$ cat src/rtl/id_hazard_scoreboard.sv
// ID-stage operand hazard unit: EX/MEM/WB forwarding plus a per-register countdown scoreboard.
// Optional HAZARD_PERF_CNT_EN macro enables the saturating stall/load-use performance counters.
module id_hazard_scoreboard #(
  parameter int NUM_RPORTS = 2,
  parameter int DW         = 32,
  parameter int AW         = 5,
  parameter int MAX_LAT    = 7
) (
  input  logic                     clk_i,
  input  logic                     rst_i,
  input  logic [NUM_RPORTS*AW-1:0] rd_addr_i,
  input  logic [NUM_RPORTS-1:0]    rd_used_i,
  input  logic [NUM_RPORTS*DW-1:0] rf_rdata_i,
  output logic [NUM_RPORTS*DW-1:0] rdata_o,
  input  logic                     branch_i,
  input  logic                     ex_we_i,
  input  logic [AW-1:0]            ex_waddr_i,
  input  logic [DW-1:0]            ex_wdata_i,
  input  logic                     ex_vld_i,
  input  logic                     mem_we_i,
  input  logic [AW-1:0]            mem_waddr_i,
  input  logic [DW-1:0]            mem_wdata_i,
  input  logic                     mem_vld_i,
  input  logic                     wb_we_i,
  input  logic [AW-1:0]            wb_waddr_i,
  input  logic [DW-1:0]            wb_wdata_i,
  input  logic                     issue_i,
  input  logic                     issue_we_i,
  input  logic [AW-1:0]            issue_waddr_i,
  input  logic [2:0]               issue_lat_i,
  input  logic                     hold_i,
  input  logic                     flush_i,
  output logic                     stall_o,
  output logic [2:0]               stall_why_o,
  output logic [31:0]              perf_stall_cnt_o,
  output logic [31:0]              perf_lu_cnt_o
);

  localparam int CW   = $clog2(MAX_LAT + 1);
  localparam int NREG = 1 << AW;

  logic [NREG-1:0]       w_busy_vec;
  logic [NUM_RPORTS-1:0] w_lu_vec;
  logic [NUM_RPORTS-1:0] w_br_vec;
  logic [NUM_RPORTS-1:0] w_sb_vec;
  logic                  w_issue_wr;
  logic [CW-1:0]         w_issue_lat;

  assign w_issue_wr  = issue_i && issue_we_i && (issue_waddr_i != '0);
  assign w_issue_lat = (int'(issue_lat_i) > MAX_LAT) ? CW'(MAX_LAT) : CW'(issue_lat_i);

  // r0 is hard zero and never tracked.
  assign w_busy_vec[0] = 1'b0;

  for (genvar gi = 1; gi < NREG; gi++) begin : g_sb
    logic [CW-1:0] r_cnt;

    always_ff @(posedge clk_i) begin
      if (rst_i || flush_i) begin
        r_cnt <= '0;
      end else if (w_issue_wr && (issue_waddr_i == AW'(gi))) begin
        r_cnt <= w_issue_lat;
      end else if (!hold_i && (r_cnt != '0)) begin
        r_cnt <= r_cnt - CW'(1);
      end
    end

    assign w_busy_vec[gi] = (r_cnt != '0);
  end

  for (genvar gi = 0; gi < NUM_RPORTS; gi++) begin : g_port
    logic [AW-1:0] w_addr;
    logic [DW-1:0] w_rf;
    logic          w_nz;
    logic          w_ex_hit;
    logic          w_mem_hit;
    logic          w_wb_hit;
    logic [DW-1:0] w_rdata;

    assign w_addr    = rd_addr_i[gi*AW +: AW];
    assign w_rf      = rf_rdata_i[gi*DW +: DW];
    assign w_nz      = (w_addr != '0);
    assign w_ex_hit  = w_nz && ex_we_i  && (ex_waddr_i  == w_addr);
    assign w_mem_hit = w_nz && mem_we_i && (mem_waddr_i == w_addr);
    assign w_wb_hit  = w_nz && wb_we_i  && (wb_waddr_i  == w_addr);

    // A not-yet-valid younger match blocks older stages; the stall covers it.
    always_comb begin
      w_rdata = w_rf;
      if (rst_i) begin
        w_rdata = '0;
      end else if (w_ex_hit) begin
        if (ex_vld_i) w_rdata = ex_wdata_i;
      end else if (w_mem_hit) begin
        if (mem_vld_i) w_rdata = mem_wdata_i;
      end else if (w_wb_hit) begin
        w_rdata = wb_wdata_i;
      end
    end

    assign rdata_o[gi*DW +: DW] = w_rdata;
    assign w_lu_vec[gi] = rd_used_i[gi] && ((w_ex_hit && !ex_vld_i) || (w_mem_hit && !mem_vld_i));
    assign w_br_vec[gi] = rd_used_i[gi] && branch_i && w_ex_hit;
    assign w_sb_vec[gi] = rd_used_i[gi] && w_busy_vec[w_addr];
  end

  assign stall_why_o = rst_i ? 3'b000 : {|w_br_vec, |w_lu_vec, |w_sb_vec};
  assign stall_o     = |stall_why_o;

`ifdef HAZARD_PERF_CNT_EN
  logic [31:0] r_perf_stall;
  logic [31:0] r_perf_lu;

  always_ff @(posedge clk_i) begin
    if (rst_i) begin
      r_perf_stall <= '0;
      r_perf_lu    <= '0;
    end else begin
      if (stall_o && (r_perf_stall != '1))        r_perf_stall <= r_perf_stall + 32'd1;
      if (stall_why_o[1] && (r_perf_lu != '1))    r_perf_lu    <= r_perf_lu + 32'd1;
    end
  end

  assign perf_stall_cnt_o = r_perf_stall;
  assign perf_lu_cnt_o    = r_perf_lu;
`else
  assign perf_stall_cnt_o = '0;
  assign perf_lu_cnt_o    = '0;
`endif

endmodule

$ cat config.mk
export PLATFORM = sky130hd
export DESIGN_NAME = id_hazard_scoreboard
export DESIGN_NICKNAME = d
export VERILOG_FILES = /design/src/rtl/id_hazard_scoreboard.sv
export SDC_FILE = /design/constraint.sdc
export NUM_CORES = 1
export LEC_CHECK = 0
export ABC_AREA = 1
export BUFFER_PORTS_ARGS = -buffer_cell sky130_fd_sc_hd__buf_2
export CAP_MARGIN = 10
export CORE_ASPECT_RATIO = 2
export CORE_MARGIN = 4
export CORE_UTILIZATION = 45
export DETAILED_ROUTE_END_ITERATION = 12
export PLACE_DENSITY = 0.73
export SYNTH_ARGS = -nofsm -noshare
export SYNTH_HDL_FRONTEND = slang
export SYNTH_SLANG_ARGS = --single-unit
$ cat constraint.sdc
create_clock -name clk_i -period 1.5 [get_ports clk_i]
set_input_delay 0.15 -clock clk_i [delete_from_list [all_inputs] [get_ports clk_i]]
set_output_delay 0.15 -clock clk_i [all_outputs]
set_load 0.05 [all_outputs]
==> results.cfg, run 1 <==
[grt]
antenna_found_initial = 21
gr-total-overflow = 8
grt_start_max_net_pins = 38
globalRouteTotalUtil_pct = 80.93

[placed_design]
io_buffers = 274
placed_cell_area_sq_um = 14430
detailed_place_hpwl_mm = 34.81
gp_congestion = 1.012

[run_status]
error_line = [ERROR GRT-0232] Routing congestion too high. Check the congestion heatmap in the GUI.
status = aborted with a tool error
haltStage = 5_1_grt

[sta]
worst_endpoint_after_global_route_timing_repair = stall_why_o[0]
worst-endpoint-pin-kind = primary output

[synth]
synth-warning-count = 0
asyncSetResetFlopFracSynth_pct = 0
synth.avg_cell_area_sq_um = 5.952
dominantRegCellSynth = sky130_fd_sc_hd__dfxtp_1
syn-cell-area_sq_um = 10710
syn-instance-count = 1799
edff_count_synth = 0
distinct_cells_synth = 35
synth_seq_area_share_pct = 17.39
ys_seq_elements = 93

[clocking]
cts_buffers = 9
tritoncts_num_sinks = 93
cts_root_buffer_type = sky130_fd_sc_hd__clkbuf_16
cts_hold_buffers = 0
ctsLongestPathBuffers = 2
cts-htree-levels = 3

[die]
start_util_pct = 45.90
fp.dieH_um = 226.2
core.rowCount = 79
die-width_um = 117.1
pin_count = 339
-- Yosys cell counts, types with 2 or more instances --
library cell               count  area share, %
sky130_fd_sc_hd__nor2_1      311             11
sky130_fd_sc_hd__nand2_1     254            8.9
sky130_fd_sc_hd__inv_1       215            7.5
sky130_fd_sc_hd__nand3_1     196            9.2
sky130_fd_sc_hd__a21oi_1     164            7.7
sky130_fd_sc_hd__dfxtp_1      93             17
sky130_fd_sc_hd__a211oi_1     87            6.1
sky130_fd_sc_hd__buf_4        73            5.1
sky130_fd_sc_hd__ha_1         62            7.2
sky130_fd_sc_hd__o21ai_1      62            2.9
sky130_fd_sc_hd__buf_2        44            2.1
sky130_fd_sc_hd__clkbuf_1     44            1.5
sky130_fd_sc_hd__o211ai_1     33            2.3
sky130_fd_sc_hd__o221ai_1     33            2.7
sky130_fd_sc_hd__xor2_1       30            2.5
sky130_fd_sc_hd__or2_2        28            1.6
sky130_fd_sc_hd__o21ai_0      12           0.56
sky130_fd_sc_hd__inv_2        10           0.35
sky130_fd_sc_hd__xnor2_1       9           0.74
sky130_fd_sc_hd__buf_1         6           0.21
sky130_fd_sc_hd__buf_6         4           0.42
sky130_fd_sc_hd__nand2_2       4           0.23
sky130_fd_sc_hd__nor2_2        4           0.23
sky130_fd_sc_hd__clkinv_1      3           0.11
sky130_fd_sc_hd__nand4_1       3           0.18
sky130_fd_sc_hd__nor2_4        3           0.32
sky130_fd_sc_hd__nand3_2       2           0.19
sky130_fd_sc_hd__nor3_4        2           0.30
sky130_fd_sc_hd__o21a_1        2           0.14
-- through the flow --
stage	hold WS, ps	setup slack, ps	util (%)	std cells
3_3_place_gp	481.2	-550.3	61.84	2406
3_5_place_dp	488.5	-540.3	61.84	2406
4_1_cts	214.1	-758.5	74.27	2487
2_1_floorplan	323.9	-156.7	-	1862
-- layer usage --
metal,track usage [%],GRT overflow
met5,60.39,0
met4,74.04,3
met1,79.75,1
met2,89.76,1
met3,77.80,3
-- repair_timing --
action	in CTS
gates resized for setup	426
setup buffers	42
setup endpoints to repair	79
gates cloned	25
pin swaps	132
-- kinds of logic after synthesis --
logic type	share of synthesized area (%)
AO/OA/AOI/OAI	22.59
other	0.03502
flip-flops	17.39
adder cells (fa/ha/maj)	7.245
AND/OR/NAND/NOR	32.16
XOR/XNOR	3.190
buffers and inverters	17.40
==> inputs of run 2 (changes only) <==
--- a/config.mk
+++ b/config.mk
@@ -8,11 +8,10 @@
 export ABC_AREA = 1
 export BUFFER_PORTS_ARGS = -buffer_cell sky130_fd_sc_hd__buf_2
 export CAP_MARGIN = 10
-export CORE_ASPECT_RATIO = 2
 export CORE_MARGIN = 4
-export CORE_UTILIZATION = 45
+export CORE_UTILIZATION = 30
 export DETAILED_ROUTE_END_ITERATION = 12
-export PLACE_DENSITY = 0.73
+export PLACE_DENSITY_LB_ADDON = 0.15
 export SYNTH_ARGS = -nofsm -noshare
 export SYNTH_HDL_FRONTEND = slang
 export SYNTH_SLANG_ARGS = --single-unit
==> constraint.sdc (replaced) <==
create_clock -name clk_i -period 1.95 [get_ports clk_i]
set_input_delay 0.195 -clock clk_i [delete_from_list [all_inputs] [get_ports clk_i]]
set_output_delay 0.195 -clock clk_i [all_outputs]
set_load 0.05 [all_outputs]
==> run 2 against run 1 <==
The flow now finishes, with violations (negative setup slack). Area after synthesis unchanged. Synthesized cell count unchanged.
==> results.cfg, run 2 <==
[synth]
synth.top_cell.area_share_pct = 17.39
edff_count_synth = 0
syn-cell-area_sq_um = 10710
distinct_cells_synth = 35
asyncSetResetFlopFracSynth_pct = 0
dominantRegCellSynth = sky130_fd_sc_hd__dfxtp_1
synth.avg_cell_area_sq_um = 5.952
ys_seq_elements = 93
synth.most_common_cell = sky130_fd_sc_hd__nor2_1
syn-instance-count = 1799
synth_seq_area_share_pct = 17.39
synthTopCellsByArea = sky130_fd_sc_hd__dfxtp_1 17%, sky130_fd_sc_hd__nor2_1 11%, sky130_fd_sc_hd__nand3_1 9.2%
yosys.area.top_type = sky130_fd_sc_hd__dfxtp_1
synth-warning-count = 0
netlist_top_cells_count = 311 x sky130_fd_sc_hd__nor2_1, 254 x sky130_fd_sc_hd__nand2_1, 215 x sky130_fd_sc_hd__inv_1

[clocking]
ctsLongestPathBuffers = 2
cts-htree-levels = 3
cts_buffers = 9
cts_root_buffer_type = sky130_fd_sc_hd__clkbuf_16
cts_tree = built
tritoncts_num_sinks = 93
clkSlewWorstSetupHoldPaths_ps = 70
worstSkewPairLatency_ps = 350

[sta]
setup_slack_ps = -323.0
timing.final.crit_share_pct = 116.6
max_slew_vio_count = 0
grt_setup_unrepaired = yes
layout_min_cycle_time_ps = 2273
worstMarginPinSlew_ps = 510.0
worst_slew_margin_rel_pct = 66.00
setup_viol_count_final = 24
final_hold_viol_count = 0
maxClockFrequency_mhz = 439.9
worst_clock_skew_ps = 4.847

[pwr]
cellLeakagePower_nw = 7.544
power_per_cell_area_nw_per_um2 = 393.3
peakVddDrop_v = 0.0003993

[setup_path]
critical_path_data_required_time_ps = 1750
cp_max_fo = 2
worst_r2r_end = g_sb[19].r_cnt[2]
cp-start-kind = flop
timing.reg2reg.worst_path_depth = 10
critical_path.endpoint_type = primary output
setup.worst_path.class = reg2out
cp-startpoint = g_sb[21].r_cnt[1]
timing.rr.start = g_sb[19].r_cnt[0]
worst_reg2reg_setup_slack_ps = 340
worst_ep_arrival_time_ps = 2080

[final_layout]
syn2layout_area_growth_pct = 66.43
finish.net_count = 2453
commonest_non_fill_non_tap_cells_in_the_layout = 270 x sky130_fd_sc_hd__nor2_1, 219 x sky130_fd_sc_hd__nand2_1, 192 x sky130_fd_sc_hd__buf_2, 156 x sky130_fd_sc_hd__inv_1, 113 x sky130_fd_sc_hd__buf_4
layout_commonest_cell = sky130_fd_sc_hd__nor2_1
number_of_flip_flops_in_the_largest_register = 93
post_route_non_filler_standard_cell_count = 2655
final_core_utilization_pct = 51.09
largest_registers_in_the_final_layout = g_sb.r_cnt: 93 flops
drive_gt1_share_pct = 47.03
top_register = g_sb.r_cnt

[placed_design]
post-place-cells = 2554
io_buffers = 274
gp_congestion = 0.9555
pre_cts_slack_ps = -296.4
detailed_place_hpwl_mm = 37.05

[hold_path]
hp-class = in2reg
timing.hold.worst_path_depth = 5
timing.hold.worst_endpoint = g_sb[13].r_cnt[0]
hold_path.startpoint = flush_i

[die]
core.rowCount = 68
pin_count = 339
die-width_um = 196.9
start_util_pct = 30.70
fp.dieH_um = 196.9
placeableCoreArea_sq_um = 34880
die-area_sq_um = 38780

[grt]
number_of_global_route_vias_before_repair = 12970
globalRouteTotalUtil_pct = 24.13
grt_pass1_wl_mm = 74.80
grt_start_max_net_pins = 53
antenna_found_initial = 12
gr-total-overflow = 0

[job]
max-cap-violations = 0

[drt]
detail_route.first_pass.iterations = 7
postRouteWirelength_mm = 53.29
ant_nets = 0
drc = 0
drt-initial-drc-count = 917
vias_per_cell = 5.275
num_vias = 14010
routed_wire_length_per_instance_um = 20.07

[run_status]
failing_checks = negative setup slack
status = complete, but fails checks
## run 2: how the worst max path moves through the flow
stage,to,depth (start not counted),slack [ps]
finish,stall_o,15,-320
global route,stall_o,15,-420
CTS,stall_o,15,-330
detailed placement,rdata_o[38],12,-300
global placement,rdata_o[38],12,-310
floorplan,rdata_o[50],10,-230
## run 2: timing repair
item / 4_1_cts / 5_1_grt
buffers inserted: 28 / 27
gates resized for setup: 331 / 455
hold buffers: 0 / 0
cloned: 10 / 13
endpoints found under the setup margin: 68 / 68
pin swaps: 91 / 239
## run 2: layout make-up
| cell class | instances | area [sq um] |
|---|---|---|
| fill | 3402 | 17060 |
| multi-input combinational | 1371 | 9453 |
| timing repair buffer | 480 | 4599 |
| sequential | 93 | 1916 |
| inverter | 229 | 960.9 |
| tap | 455 | 569.3 |
| clock buffer | 12 | 246.5 |
| clock inverter | 3 | 46.29 |
| antenna | 12 | 30.03 |
## run 2: power by group
part | total (mW) | switching, mW | internal, mW | leakage (nW)
clock network | 1.81 | 0.781 | 1.03 | 0.139
logic | 3.28 | 2.05 | 1.23 | 6.63
registers | 1.92 | 0.00595 | 1.91 | 0.771
## run 2: per-stage QoR
step | total power, mW | setup TNS, ps | cell area, sq um | hold slack, ps
after detailed placement | 4.412 | -13080 | 13510 | 486.7
after global placement | 4.410 | -14270 | 13510 | 483.9
after floorplan | 3.590 | -3547 | 11080 | 368.9
after global routing | 7.285 | -4157 | 17810 | 278.8
final | 7.009 | -1097 | 17820 | 267.5
after CTS | 6.542 | -711.9 | 15390 | 266.9
## run 2: cell families after synthesis
family                     synth area share (%)
and+or+nand+nor                           32.16
buffers and inverters                     17.40
AOI/OAI and AO/OA                         22.59
DFF                                       17.39
adders and majority gates                 7.245
xor gates and xnor gates                  3.190
other                                   0.03502
## run 2: metal layers
layer	vias to the layer above	part of all wire [%]	global-route usage [%]
met2	675	47	40.96
met3	174	7.7	3.744
met1	6519	39	30.48
li1	6634	-	-
met4	4	5.7	10.14
met5	-	0.062	0
## run 2: worst max-delay path, stage by stage, from the launching register on
cell,delay [ps]
sky130_fd_sc_hd__dfxtp_2,330
sky130_fd_sc_hd__inv_1,40
sky130_fd_sc_hd__ha_2,190
sky130_fd_sc_hd__ha_4,170
sky130_fd_sc_hd__inv_4,50
sky130_fd_sc_hd__nand2_1,60
sky130_fd_sc_hd__nand3_1,100
sky130_fd_sc_hd__nand3_1,80
sky130_fd_sc_hd__nand3_1,70
sky130_fd_sc_hd__nand2_1,60
sky130_fd_sc_hd__nand2_1,80
sky130_fd_sc_hd__nand3_2,90
sky130_fd_sc_hd__nand2_4,120
sky130_fd_sc_hd__nand2_4,70
sky130_fd_sc_hd__nand2_4,80
sky130_fd_sc_hd__buf_8,140
No activity file was read; power rests on OpenSTA's default activity.
==> inputs of run 3 (changes only) <==
--- a/config.mk
+++ b/config.mk
@@ -8,7 +8,7 @@
 export ABC_AREA = 1
 export BUFFER_PORTS_ARGS = -buffer_cell sky130_fd_sc_hd__buf_2
 export CAP_MARGIN = 10
-export CORE_MARGIN = 4
+export CORE_MARGIN = 5
 export CORE_UTILIZATION = 30
 export DETAILED_ROUTE_END_ITERATION = 12
 export PLACE_DENSITY_LB_ADDON = 0.15
==> constraint.sdc (replaced) <==
create_clock -name clk_i -period 2.5 [get_ports clk_i]
set_input_delay 0.25 -clock clk_i [delete_from_list [all_inputs] [get_ports clk_i]]
set_output_delay 0.25 -clock clk_i [all_outputs]
set_load 0.05 [all_outputs]
==> run 3 against run 2 <==
Register-to-register slack improved by 610 ps. Critical path depth is 4 lower. Critical path type is now in2out. Power down 32%. The flow now finishes without violations. Routed wire length shrank 14%. First-iteration DRC count shrank 16%. Highest routed layer unchanged. Hold slack improved by 63 ps.
==> results.cfg, run 3 (same netlist as run 2, synthesis figures left out) <==
[drt]
dr_wl_met3_mm = 3.310
drt-initial-drc-count = 773
met1_length_mm = 18.81
met2_length_mm = 21.88
drc = 0
routed_wire_length_per_instance_um = 18.40
vias_per_cell = 5.046
detail_route.first_pass.iterations = 5
topRoutingLayerUsed = met5
ant_nets = 0
postRouteWirelength_mm = 46.03
num_vias = 12630

[setup_path]
cp_max_fo = 27
setup.worst_path.class = in2out
critical_path_data_required_time_ps = 2250
critical_path.endpoint_type = primary output
cp-start-kind = primary input
worst_ep_arrival_time_ps = 2140

[sta]
setup-tns-final_ps = 0
layout_min_cycle_time_ps = 2385
final_hold_viol_count = 0
worstMarginPinSlew_ps = 841.7
worst_slew_margin_rel_pct = 43.89
worst_clock_skew_ps = 7.735
max_slew_vio_count = 0
timing.final.crit_share_pct = 95.41
setup_viol_count_final = 0
maxClockFrequency_mhz = 419.2

[final_layout]
largest_registers_in_the_final_layout = g_sb.r_cnt: 93 flops
syn2layout_area_growth_pct = 21.64
commonest_non_fill_non_tap_cells_in_the_layout = 311 x sky130_fd_sc_hd__nor2_1, 272 x sky130_fd_sc_hd__buf_2, 247 x sky130_fd_sc_hd__nand2_1, 189 x sky130_fd_sc_hd__inv_1, 182 x sky130_fd_sc_hd__nand3_1
regArea_sq_um = 1871
top_register = g_sb.r_cnt
layout_commonest_cell = sky130_fd_sc_hd__nor2_1
drive_gt1_share_pct = 23.63
finish.instance_area_sq_um = 13030
area_taken_by_multi_input_logic_gates_sq_um = 7423
layout.filler_cells = 4006
final_core_utilization_pct = 36.80
number_of_flip_flops_in_the_largest_register = 93
finish.net_count = 2291

[grt]
globalRouteTotalUtil_pct = 21.87
number_of_global_route_vias_before_repair = 11850
antenna_found_initial = 23
gr-total-overflow = 0
grt_pass1_wl_mm = 67.85
grt_start_max_net_pins = 89

[pwr]
power_per_cell_area_nw_per_um2 = 367.1
peakVddDrop_v = 0.0003183
switchingPower_mw = 1.928
total_power_mw = 4.782
cellLeakagePower_nw = 5.803
seq_power_share_pct = 31.3
sw_frac_of_total_pct = 40.31
power_frac_clock_pct = 31.6
internal-power_mw = 2.854
gate_power_share_pct = 37.2

[clocking]
cts_buffers = 9
worstSkewPairLatency_ps = 350
tritoncts_num_sinks = 93
cts_hold_buffers = 0
cts_root_buffer_type = sky130_fd_sc_hd__clkbuf_16
ctsLongestPathBuffers = 2
cts-htree-levels = 3
cts_tree = built
clkSlewWorstSetupHoldPaths_ps = 70

[die]
die-area_sq_um = 39570
pin_count = 339
placeableCoreArea_sq_um = 35400
core.rowCount = 69
fp.dieH_um = 198.9
start_util_pct = 30.25
die-width_um = 198.9

[job]
max-cap-violations = 0

[placed_design]
placed_cell_area_sq_um = 12420
io_buffers = 274
gp_congestion = 0.9255
detailed_place_hpwl_mm = 35.84

[hold_path]
hp-class = in2reg

[run_status]
status = finished clean
[run 3: per-layer routing]
metal	track usage (%)	vias up
met4	9.600	14
met2	36.86	499
met3	3.845	119
met1	27.38	5711
li1	-	6282
met5	0	-
[run 3: layout make-up]
| type | count | share of cell area, % |
|---|---|---|
| multi-input combinational | 1369 | 56.99 |
| timing repair buffer | 320 | 14.84 |
| sequential | 93 | 14.36 |
| inverter | 229 | 6.676 |
| tap | 461 | 4.428 |
| clock buffer | 10 | 1.758 |
| clock inverter | 6 | 0.6724 |
| antenna | 14 | 0.2690 |
[run 3: path summary, 6_finish.rpt]
kind	from	endpoint	slack (ps)	cells past startpoint
worst max-delay path	rd_addr_i[1]	rdata_o[0]	110	11
worst min-delay path	flush_i	g_sb[15].r_cnt[0]	330	5
worst max register to register	g_sb[9].r_cnt[0]	g_sb[9].r_cnt[1]	950	9
worst min register to register	g_sb[2].r_cnt[0]	g_sb[2].r_cnt[0]	510	2
[run 3: what timing repair did]
item / in CTS / in global routing
setup endpoints to repair: 2 / 2
pin swaps: 2 / 14
gates resized for setup: 21 / 78
buffers inserted: 0 / 2
[run 3: worst max-delay path, stage by stage]
cell and delay, ps:
sky130_fd_sc_hd__buf_2 240, sky130_fd_sc_hd__inv_2 100, sky130_fd_sc_hd__nand3_1 140, sky130_fd_sc_hd__nor2_4 60, sky130_fd_sc_hd__nor3_4 300, sky130_fd_sc_hd__buf_12 240
sky130_fd_sc_hd__nand3_1 90, sky130_fd_sc_hd__nand3_1 90, sky130_fd_sc_hd__a21oi_1 70, sky130_fd_sc_hd__nor2_1 220, sky130_fd_sc_hd__buf_2 320
[run 3: power groups by stage]
stage	combinational, mW	sequential, mW	clock (mW)
6_report	1.78	1.49	1.51
3_5_place_dp	1.74	1.53	0
5_1_grt	1.91	1.50	1.60
3_3_place_gp	1.75	1.53	0
2_1_floorplan	1.24	1.53	0
4_1_cts	1.76	1.49	1.55
[run 3: stage by stage]
stage,hold slack (ps),setup slack [ps],cells
detailed placement,499.9,209.6,2470
floorplan,423.9,206.8,1862
finish,330.1,114.8,2502
global route,327.8,-10.09,2500
CTS,327.4,11.12,2486
global placement,483.9,196.9,2470
==> inputs of run 4 (changes only) <==
--- a/config.mk
+++ b/config.mk
@@ -9,7 +9,7 @@
 export BUFFER_PORTS_ARGS = -buffer_cell sky130_fd_sc_hd__buf_2
 export CAP_MARGIN = 10
 export CORE_MARGIN = 5
-export CORE_UTILIZATION = 30
+export CORE_UTILIZATION = 53
 export DETAILED_ROUTE_END_ITERATION = 12
 export PLACE_DENSITY_LB_ADDON = 0.15
 export SYNTH_ARGS = -nofsm -noshare
==> run 4 against run 3 <==
Critical endpoint is now stall_o. Highest routed layer unchanged. Clock power fell by 7%. Hold slack got worse by 20 ps. First-iteration DRC count rose by 56%. Largest power group unchanged. Critical path depth rose by 4. Utilization rose by 26 points. Sequential share of layout area rose by 0.50 points. Die area fell by 42%. Power fell by 2.7%. Final area fell by 3.8%. Global-route usage rose by 12 points. Clock skew fell by 2.3 ps. Flip-flop and latch count did not move.
==> results.cfg, run 4 (same netlist as run 2, synthesis figures left out) <==
[clocking]
worstSkewPairLatency_ps = 350
cts_root_buffer_type = sky130_fd_sc_hd__clkbuf_16
cts-htree-levels = 3
cts_buffers = 9
cts.repair_timing.setup_buffer_count = 0
clkSlewWorstSetupHoldPaths_ps = 70
cts_tree = built
tritoncts_num_sinks = 93
cts_hold_buffers = 0
ctsLongestPathBuffers = 2

[setup_path]
setup.worst_path.class = reg2out
worst_reg2reg_setup_slack_ps = 930
critical_path.endpoint_type = primary output
critical_path_data_required_time_ps = 2250
cp-start-kind = flop
timing.rr.start = g_sb[10].r_cnt[1]
worst_ep_arrival_time_ps = 2140
cp_max_fo = 2
worst_r2r_end = g_sb[10].r_cnt[2]
timing.reg2reg.worst_path_depth = 8

[job]
max-cap-violations = 0

[pwr]
peakVddDrop_v = 0.0003470
power_per_cell_area_nw_per_um2 = 371.4
cellLeakagePower_nw = 5.788
total_power_mw = 4.655

[hold_path]
timing.hold.worst_endpoint = g_sb[15].r_cnt[0]
hold_path.startpoint = flush_i
timing.hold.worst_path_depth = 5
hp-class = in2reg

[final_layout]
number_of_flip_flops_in_the_largest_register = 93
post_route_non_filler_standard_cell_count = 2303
finish.net_count = 2289
largest_registers_in_the_final_layout = g_sb.r_cnt: 93 flops
final_core_utilization_pct = 62.55
layout_commonest_cell = sky130_fd_sc_hd__nor2_1
drive_gt1_share_pct = 20.55
top_register = g_sb.r_cnt
syn2layout_area_growth_pct = 17.06
commonest_non_fill_non_tap_cells_in_the_layout = 311 x sky130_fd_sc_hd__nor2_1, 271 x sky130_fd_sc_hd__buf_2, 250 x sky130_fd_sc_hd__nand2_1, 199 x sky130_fd_sc_hd__inv_1, 193 x sky130_fd_sc_hd__nand3_1

[grt]
antenna_found_initial = 9
gr-total-overflow = 0
grt_start_max_net_pins = 64
grt_pass1_wl_mm = 64.63
number_of_global_route_vias_before_repair = 11970
globalRouteTotalUtil_pct = 33.59

[placed_design]
post-place-cells = 2279
detailed_place_hpwl_mm = 30.97
gp_congestion = 0.9459
io_buffers = 274
pre_cts_slack_ps = 155.2

[drt]
routed_wire_length_per_instance_um = 17.68
drt-initial-drc-count = 1206
detail_route.first_pass.iterations = 7
drc = 0
num_vias = 12900
postRouteWirelength_mm = 40.71
vias_per_cell = 5.600
ant_nets = 0

[sta]
setup_slack_ps = 106.5
worstMarginPinSlew_ps = 801.2
worst_slew_margin_rel_pct = 46.59
max_slew_vio_count = 0
grt_setup_unrepaired = yes
final_hold_viol_count = 0
layout_min_cycle_time_ps = 2393
setup_viol_count_final = 0
worst_clock_skew_ps = 5.421
maxClockFrequency_mhz = 417.8
setup-tns-final_ps = 0
timing.final.crit_share_pct = 95.74

[die]
core.rowCount = 52
placeableCoreArea_sq_um = 20040
pin_count = 339
start_util_pct = 53.43
die-width_um = 152.1
fp.dieH_um = 152.1
die-area_sq_um = 23150

[run_status]
status = finished clean
-- run 4: cell count changes in the layout (fill, tap and decap cells not counted), sizes merged --
| cell | change |
|---|---|
| inv | +1 |
| clkinvlp | -1 |
| clkbuf | +1 |
| diode | -5 |
| bufinv | -1 |
| buf | -3 |
-- run 4: critical path, stage by stage, from the launching register on --
cell and delay, ps:
sky130_fd_sc_hd__dfxtp_1 310, sky130_fd_sc_hd__inv_1 60, sky130_fd_sc_hd__ha_1 190, sky130_fd_sc_hd__ha_1 200, sky130_fd_sc_hd__inv_1 90, sky130_fd_sc_hd__nand2_1 60
sky130_fd_sc_hd__nand3_1 100, sky130_fd_sc_hd__nand3_1 90, sky130_fd_sc_hd__nand3_1 90, sky130_fd_sc_hd__nand2_1 60, sky130_fd_sc_hd__nand2_1 60, sky130_fd_sc_hd__nand3_1 90
sky130_fd_sc_hd__nand2_2 100, sky130_fd_sc_hd__nand2_4 70, sky130_fd_sc_hd__nand2_2 80, sky130_fd_sc_hd__buf_8 140
-- run 4: where the power goes --
group | switching, mW | internal (mW) | leakage [nW]
Sequential | 0.00417 | 1.49 | 0.750
Clock | 0.614 | 0.799 | 0.141
Combinational | 1.27 | 0.480 | 4.90
-- run 4: worst max-delay path by stage --
stage          cells after the start              start     endpoint  slack (ps)
4_1_cts                           15   g_sb[2].r_cnt[0]      stall_o          20
2_1_floorplan                     10       rd_addr_i[7]  rdata_o[45]         210
3_5_place_dp                      12       rd_addr_i[5]  rdata_o[61]         160
6_report                          15   g_sb[3].r_cnt[0]      stall_o         110
3_3_place_gp                      11       rd_addr_i[2]   rdata_o[5]         170
5_1_grt                           15  g_sb[14].r_cnt[0]      stall_o          -3
-- run 4: cell type report --
| cell class | instances | area [sq um] |
|---|---|---|
| antenna | 9 | 22.52 |
| clock buffer | 10 | 239.0 |
| clock inverter | 5 | 58.81 |
| fill | 2014 | 7505 |
| inverter | 229 | 862.1 |
| multi-input combinational | 1369 | 7268 |
| sequential | 93 | 1863 |
| tap | 270 | 337.8 |
| timing repair buffer | 318 | 1883 |
-- run 4: repair_timing --
item / CTS / global route
hold endpoints to repair: 0 / 0
pin swaps: 0 / 1
resized for setup: 5 / 28
setup endpoints to repair: 2 / 6
-- run 4: routing by layer --
| layer | wire [um] | share of wire [%] | global-route usage [%] |
|---|---|---|---|
| met4 | 2206 | 5.4 | 16.87 |
| met1 | 16160 | 40 | 42.90 |
| met3 | 3341 | 8.2 | 5.652 |
| met2 | 18990 | 47 | 54.76 |
| met5 | 13 | 0.032 | 0 |
-- run 4: stage by stage --
stage | hold slack (ps) | instance area (sq um)
floorplan | 423.9 | 10940
global placement | 479.6 | 12150
detailed placement | 485.7 | 12150
CTS | 299.9 | 12460
global route | 310.0 | 12530
finish | 310.0 | 12530
